### src/rtl/rr_mux_arb_if.sv
// Bundle of the channel-side and consumer-side handshake signals of rr_mux_arb.
// The master modport is the environment (producers + consumer); the slave
// modport is the arbiter itself.
interface rr_mux_arb_if #(
    parameter int WIDTH = 8,
    parameter int N     = 4
);
    localparam int SELW = $clog2(N);

    logic                 mode;
    logic [N*WIDTH-1:0]   in_data;
    logic [N-1:0]         in_valid;
    logic [N-1:0]         in_ready;
    logic [WIDTH-1:0]     out_data;
    logic [SELW-1:0]      out_sel;
    logic                 out_valid;
    logic                 out_ready;

    modport master (
        output mode, in_data, in_valid, out_ready,
        input  in_ready, out_data, out_sel, out_valid
    );

    modport slave (
        input  mode, in_data, in_valid, out_ready,
        output in_ready, out_data, out_sel, out_valid
    );
endinterface

### src/rtl/rr_mux_arb.sv
// N-channel registered multiplexer with round-robin / fixed-priority arbitration.
// A single output register gives one cycle of latency and full throughput.
//
// Handshake: a word moves across any valid/ready pair exactly at a rising edge
// where both valid and ready are high. Producers may drop valid without a
// transfer and need not hold payload stable. in_ready is one-hot or zero and
// depends combinationally on out_ready, in_valid and mode; out_valid/out_data
// stay constant while out_valid=1 and out_ready=0.
module rr_mux_arb #(
    parameter int WIDTH = 8,
    parameter int N     = 4
) (
    input  logic         clk,
    input  logic         rst,
    rr_mux_arb_if.slave  bus
);
    localparam int SELW = $clog2(N);

    logic [SELW-1:0]  last;
    logic [SELW-1:0]  grant;
    logic             grant_valid;
    logic             load;
    logic [WIDTH-1:0] grant_data;
    logic [WIDTH-1:0] out_data_q;
    logic [SELW-1:0]  out_sel_q;
    logic             out_valid_q;

    // The output register can take a new word when empty or being drained.
    assign load = ~out_valid_q | bus.out_ready;

    // Grant selection: rotating search after 'last', or lowest index first.
    always_comb begin
        int idx;
        grant       = '0;
        grant_valid = 1'b0;
        idx         = 0;
        if (bus.mode) begin
            for (int k = N - 1; k >= 0; k--) begin
                if (bus.in_valid[k]) begin
                    grant       = SELW'(k);
                    grant_valid = 1'b1;
                end
            end
        end else begin
            for (int i = 1; i <= N; i++) begin
                idx = (int'(last) + i) % N;
                if (!grant_valid && bus.in_valid[idx]) begin
                    grant       = SELW'(idx);
                    grant_valid = 1'b1;
                end
            end
        end
    end

    // Payload of the granted channel.
    always_comb begin
        grant_data = bus.in_data[grant*WIDTH +: WIDTH];
    end

    // One-hot ready toward the granted channel; forced low while in reset.
    always_comb begin
        bus.in_ready = '0;
        for (int k = 0; k < N; k++) begin
            bus.in_ready[k] = ~rst & load & grant_valid & (grant == SELW'(k));
        end
    end

    // Output register and round-robin pointer.
    always_ff @(posedge clk or posedge rst) begin
        if (rst) begin
            out_data_q  <= '0;
            out_sel_q   <= '0;
            out_valid_q <= 1'b0;
            last        <= SELW'(N - 1);
        end else if (load) begin
            if (grant_valid) begin
                out_data_q  <= grant_data;
                out_sel_q   <= grant;
                out_valid_q <= 1'b1;
                last        <= grant;
            end else begin
                out_valid_q <= 1'b0;
            end
        end
    end

    assign bus.out_data  = out_data_q;
    assign bus.out_sel   = out_sel_q;
    assign bus.out_valid = out_valid_q;
endmodule

### src/flat_wrapper.sv
// flat-port wrapper written by rule: the top's interface ports become plain ports
module rr_mux_arb_flat 
#(
    parameter int WIDTH = 8,
    parameter int N     = 4
)
  (clk, rst, bus_mode, bus_in_data, bus_in_valid, bus_out_ready, bus_in_ready, bus_out_data, bus_out_sel, bus_out_valid);
  rr_mux_arb_if #(.WIDTH(WIDTH), .N(N)) bus_i ();
  input  logic clk;
  input  logic rst;
  input wire logic [$bits(bus_i.mode)-1:0] bus_mode;
  input wire logic [$bits(bus_i.in_data)-1:0] bus_in_data;
  input wire logic [$bits(bus_i.in_valid)-1:0] bus_in_valid;
  input wire logic [$bits(bus_i.out_ready)-1:0] bus_out_ready;
  output wire logic [$bits(bus_i.in_ready)-1:0] bus_in_ready;
  output wire logic [$bits(bus_i.out_data)-1:0] bus_out_data;
  output wire logic [$bits(bus_i.out_sel)-1:0] bus_out_sel;
  output wire logic [$bits(bus_i.out_valid)-1:0] bus_out_valid;
  assign bus_i.mode = bus_mode;
  assign bus_i.in_data = bus_in_data;
  assign bus_i.in_valid = bus_in_valid;
  assign bus_i.out_ready = bus_out_ready;
  assign bus_in_ready = bus_i.in_ready;
  assign bus_out_data = bus_i.out_data;
  assign bus_out_sel = bus_i.out_sel;
  assign bus_out_valid = bus_i.out_valid;
  rr_mux_arb #(.WIDTH(WIDTH), .N(N)) u_core (.clk(clk), .rst(rst), .bus(bus_i));
endmodule
### config.mk
export PLATFORM = sky130hd
export DESIGN_NAME = rr_mux_arb_flat
export DESIGN_NICKNAME = d
export VERILOG_FILES = /design/src/rtl/rr_mux_arb_if.sv /design/src/rtl/rr_mux_arb.sv /design/src/flat_wrapper.sv
export SDC_FILE = /design/constraint.sdc
export NUM_CORES = 1
export LEC_CHECK = 0
export CAP_MARGIN = 0
export CELL_PAD_IN_SITES_DETAIL_PLACEMENT = 0
export CELL_PAD_IN_SITES_GLOBAL_PLACEMENT = 2
export CORE_MARGIN = 1.5
export CORE_UTILIZATION = 20
export CTS_BUF_LIST = sky130_fd_sc_hd__clkbuf_16
export DETAILED_ROUTE_END_ITERATION = 10
export PLACE_DENSITY = 0.81
export SYNTH_ARGS = -nofsm -noshare
export SYNTH_HDL_FRONTEND = slang
export SYNTH_SLANG_ARGS = --single-unit
### constraint.sdc
create_clock -name clk -period 2.4 [get_ports clk]
set_input_delay 0.48 -clock clk [delete_from_list [all_inputs] [get_ports clk]]
set_output_delay 0.48 -clock clk [all_outputs]
set_load 0.01 [all_outputs]
==> flow_summary_export.csv <==
group,metric,value,unit
outcome,status,"finished, final reports clean",
synth,yosysMostFrequentCell,"nand2_1",
worst_setup_path,critPathKind,"primary input to primary output",
cells_and_area,num_antenna_cells,0,
grt,grt_pass1_wl,4930,um
timing,rsz0062_at_grt,"yes",
clock_network,cts_root_buf,"clkbuf_16",
clock_network,cts_buffers,3,
grt,antenna_found_initial,0,
pwr,p_per_area,593,nW/um^2
routing,viasPerCell,4.52,
synth,synthFlopType,"dfrtp_1",
routing,vias,985,
die,die_height,70.4,um
die,rows,24,
worst_setup_path,r2r_slack,0.48,ns
pwr,ir_drop,0.246,mV
routing,antenna_left,0,
timing,finalClockSkew,0.00301,ns
routing,drt_iter0_drc,17,
timing,period_share,0.976,
pwr,swShare,0.280,
die,core,4350,um^2
synth,synth_commonest_cells,"nand2_1, a21oi_1, dfrtp_1, nor2_1",
timing,slew_viol_final,0,
synth,synth_top_family_by_area,"compound AO/OA/AOI/OAI gates",
routing,wl,2900,um
clock_network,ctsHoldBuffers,0,
timing,worst_pin_slew,0.800,ns
clock_network,cts_tree,"built",
routing,highest_layer,"met4",
synth,ys_ff_latch,13,
pwr,p_sw,285,uW
synth,netlist_instances,93,
synth,synth_seq_area_share,0.361,
placed_design,portBuffers,54,
cells_and_area,syn2layout_area_growth,88.6,%
worst_setup_path,timing.rr.start,"u_core.last[0]$_DFFE_PP1P_",
worst_setup_path,path_max_fanout,3,
synth,synth-compound-area-share,0.326,
die,io_pins,55,
worst_setup_path,crit_arrival,1.86,ns
timing,setup_viol,0,
synth,yosysTopAreaCellShare,0.303,
die,die_w,70.4,um
worst_setup_path,required,1.92,ns
grt,gr-total-overflow,0,
pwr,clkPwrFrac,0.294,
synth,synth_fp_nets,133,
flow_run,maxCapViolations,0,
cells_and_area,layout.nets,207,
clock_network,clk_pin_slew,0.04,ns
synth,synthesis.area,908,um^2
timing,layout_min_cycle_time,2.34,ns
synth,yosys_warnings,0,
clock_network,clkSinkCount,13,
synth,syn_area_per_cell,9.77,um^2
worst_setup_path,rr_worst_depth,9,
routing,first_pass_iters,4,
grt,grtUsageTotal,0.124,
timing,slew_headroom,0.467,
timing,max_freq,427,MHz
pwr,leakagePower,0.000761,uW
synth,synthMuxAreaShare,0.101,
synth,synth-async-reset-ratio,1.00,
hold_path,hp-class,"flop to flop",
synth,yosys.area_share.xor_xnor,0,
pwr,internal_power,732,uW
worst_setup_path,rr_endpoint,"u_core.bus.out_data[5]$_DFFE_PP0P_",
synth,yosys.area_share.adder,0,
timing,hold_violations,0,
die,initial_utilization,0.209,
placed_design,gp_congestion,0.719,
pwr,power_frac_seq,0.288,
timing,whs,0.492,ns
synth,synth_edf_count,0,
hold_path,hold_path_depth,2,
placed_design,dpl.cell_count,212,
routing,wl_met3,145,um
cells_and_area,final_util,0.393,
routing,met1_length,1320,um
routing,dr_wl_met2,1430,um
synth,synthTopCellsByArea,"dfrtp_1, a221oi_2, mux2i_1, a21oi_1, dfstp_2",
cells_and_area,final_layout_size_suffix_gt1_frac,0.277,
routing,route.detailed.drc,0,
hold_path,min_from,"u_core.bus.out_sel[0]$_DFFE_PP0P_",
clock_network,clk-insertion-delay-late,0.23,ns
cells_and_area,layoutNonFillerInstCount,218,
hold_path,min_to,"u_core.bus.out_sel[0]$_DFFE_PP0P_",
die,die_area,4960,um^2
grt,first_global_vias,1062,
worst_setup_path,end_kind,"primary output",
pwr,p_comb_frac,0.418,
clock_network,clockBufferDepth,2,
synth,synthSimpleGateAreaFrac,0.153,
placed_design,place_hpwl,2360,um
grt,grt_start_max_net_pins,11,
synth,synth_cell_types,29,
clock_network,htree_num_levels,1,
synth,yosysTopAreaCell,"dfrtp_1",
routing,wl_per_cell,13.3,um
worst_setup_path,worst_setup_path_start_kind,"primary input",
## registers in the layout, indices dropped and copies added (netlist names)
name,count
u_core.bus.out_data,8
u_core.bus.out_sel,2
u_core.last,2
u_core.bus.out_valid,1
## per-stage QoR
stage / instance area (um^2) / total power [uW] / setup TNS (ns) / setup slack, ns
after floorplan: 908 / 499 / 0 / 0.391
after global placement: 1610 / 710 / -1.72 / -0.464
after detailed placement: 1610 / 718 / -1.83 / -0.510
after CTS: 1700 / 1030 / 0 / 0.0253
after global routing: 1710 / 1080 / -0.0168 / -0.0168
final: 1710 / 1020 / 0 / 0.0577
## timing repair
action	4_1_cts	5_1_grt
setup buffers	1	1
resized for setup	15	6
pin swaps	1	1
endpoints found under the setup margin	4	4
## how the worst max path moves through the flow
stage | slack [ns] | to | start
after global routing | -0.02 | bus_in_ready[2] | bus_in_valid[1]
final | 0.06 | bus_in_ready[2] | bus_in_valid[1]
after floorplan | 0.39 | bus_in_ready[1] | bus_in_valid[0]
after detailed placement | -0.51 | bus_in_ready[2] | bus_in_valid[3]
after global placement | -0.46 | bus_in_ready[2] | bus_in_valid[3]
after CTS | 0.03 | bus_in_ready[2] | bus_in_valid[1]
## cell type report
type | count | area, um^2
fillers | 440 | 2640
repair buffers | 74 | 691
multi-input cells | 72 | 539
flip-flops and latches | 13 | 328
clock buffers | 3 | 75.1
well taps | 52 | 65.1
inverters | 3 | 11.3
clock inverters | 1 | 3.75
## worst max-delay path, cell delays in order
cell             delay, ns
dlygate4sd2_1         0.26
nor2b_4               0.14
mux2_2                0.28
o22ai_2               0.09
o211a_1               0.20
and3_1                0.18
clkdlybuf4s15_2       0.23
## cell families (layout without fill, tap and decap cells)
logic type      Yosys count  in the layout
buf+inv                   8             81
flops                    13             13
simple gates             30             30
mux                       9              9
compound gates           33             33
## cells in the final DEF (no fill, tap or decap), types with 2 or more instances in the layout
cell / synthesis / routed
buf_4: 2 / 19
inv_1: 2 / 3
clkdlybuf4s50_1: 0 / 45
mux2i_1: 8 / 8
nand2_1: 12 / 12
dfstp_2: 2 / 2
o21ai_0: 2 / 2
dlygate4sd2_1: 0 / 4
a21oi_1: 11 / 11
a221oi_2: 8 / 8
a21o_1: 3 / 3
nor2_1: 9 / 9
dfrtp_1: 11 / 11
and3_1: 2 / 2
clkdlybuf4s15_2: 0 / 3
nor3_1: 3 / 3
clkbuf_16: 0 / 3
nand2b_1: 2 / 2
## per-layer routing
metal,up-vias,GRT usage
met2,33,0.208
met5,-,0
li1,496,-
met4,0,0.0256
met3,2,0.0216
met1,454,0.165
## power groups by stage
stage / combinational [uW] / sequential (uW) / clock, uW
after floorplan: 186 / 313 / 0
after global placement: 414 / 296 / 0
after detailed placement: 422 / 296 / 0
after CTS: 425 / 294 / 311
after global routing: 463 / 299 / 321
final: 425 / 293 / 299
No activity file was read; power rests on OpenSTA's default activity.
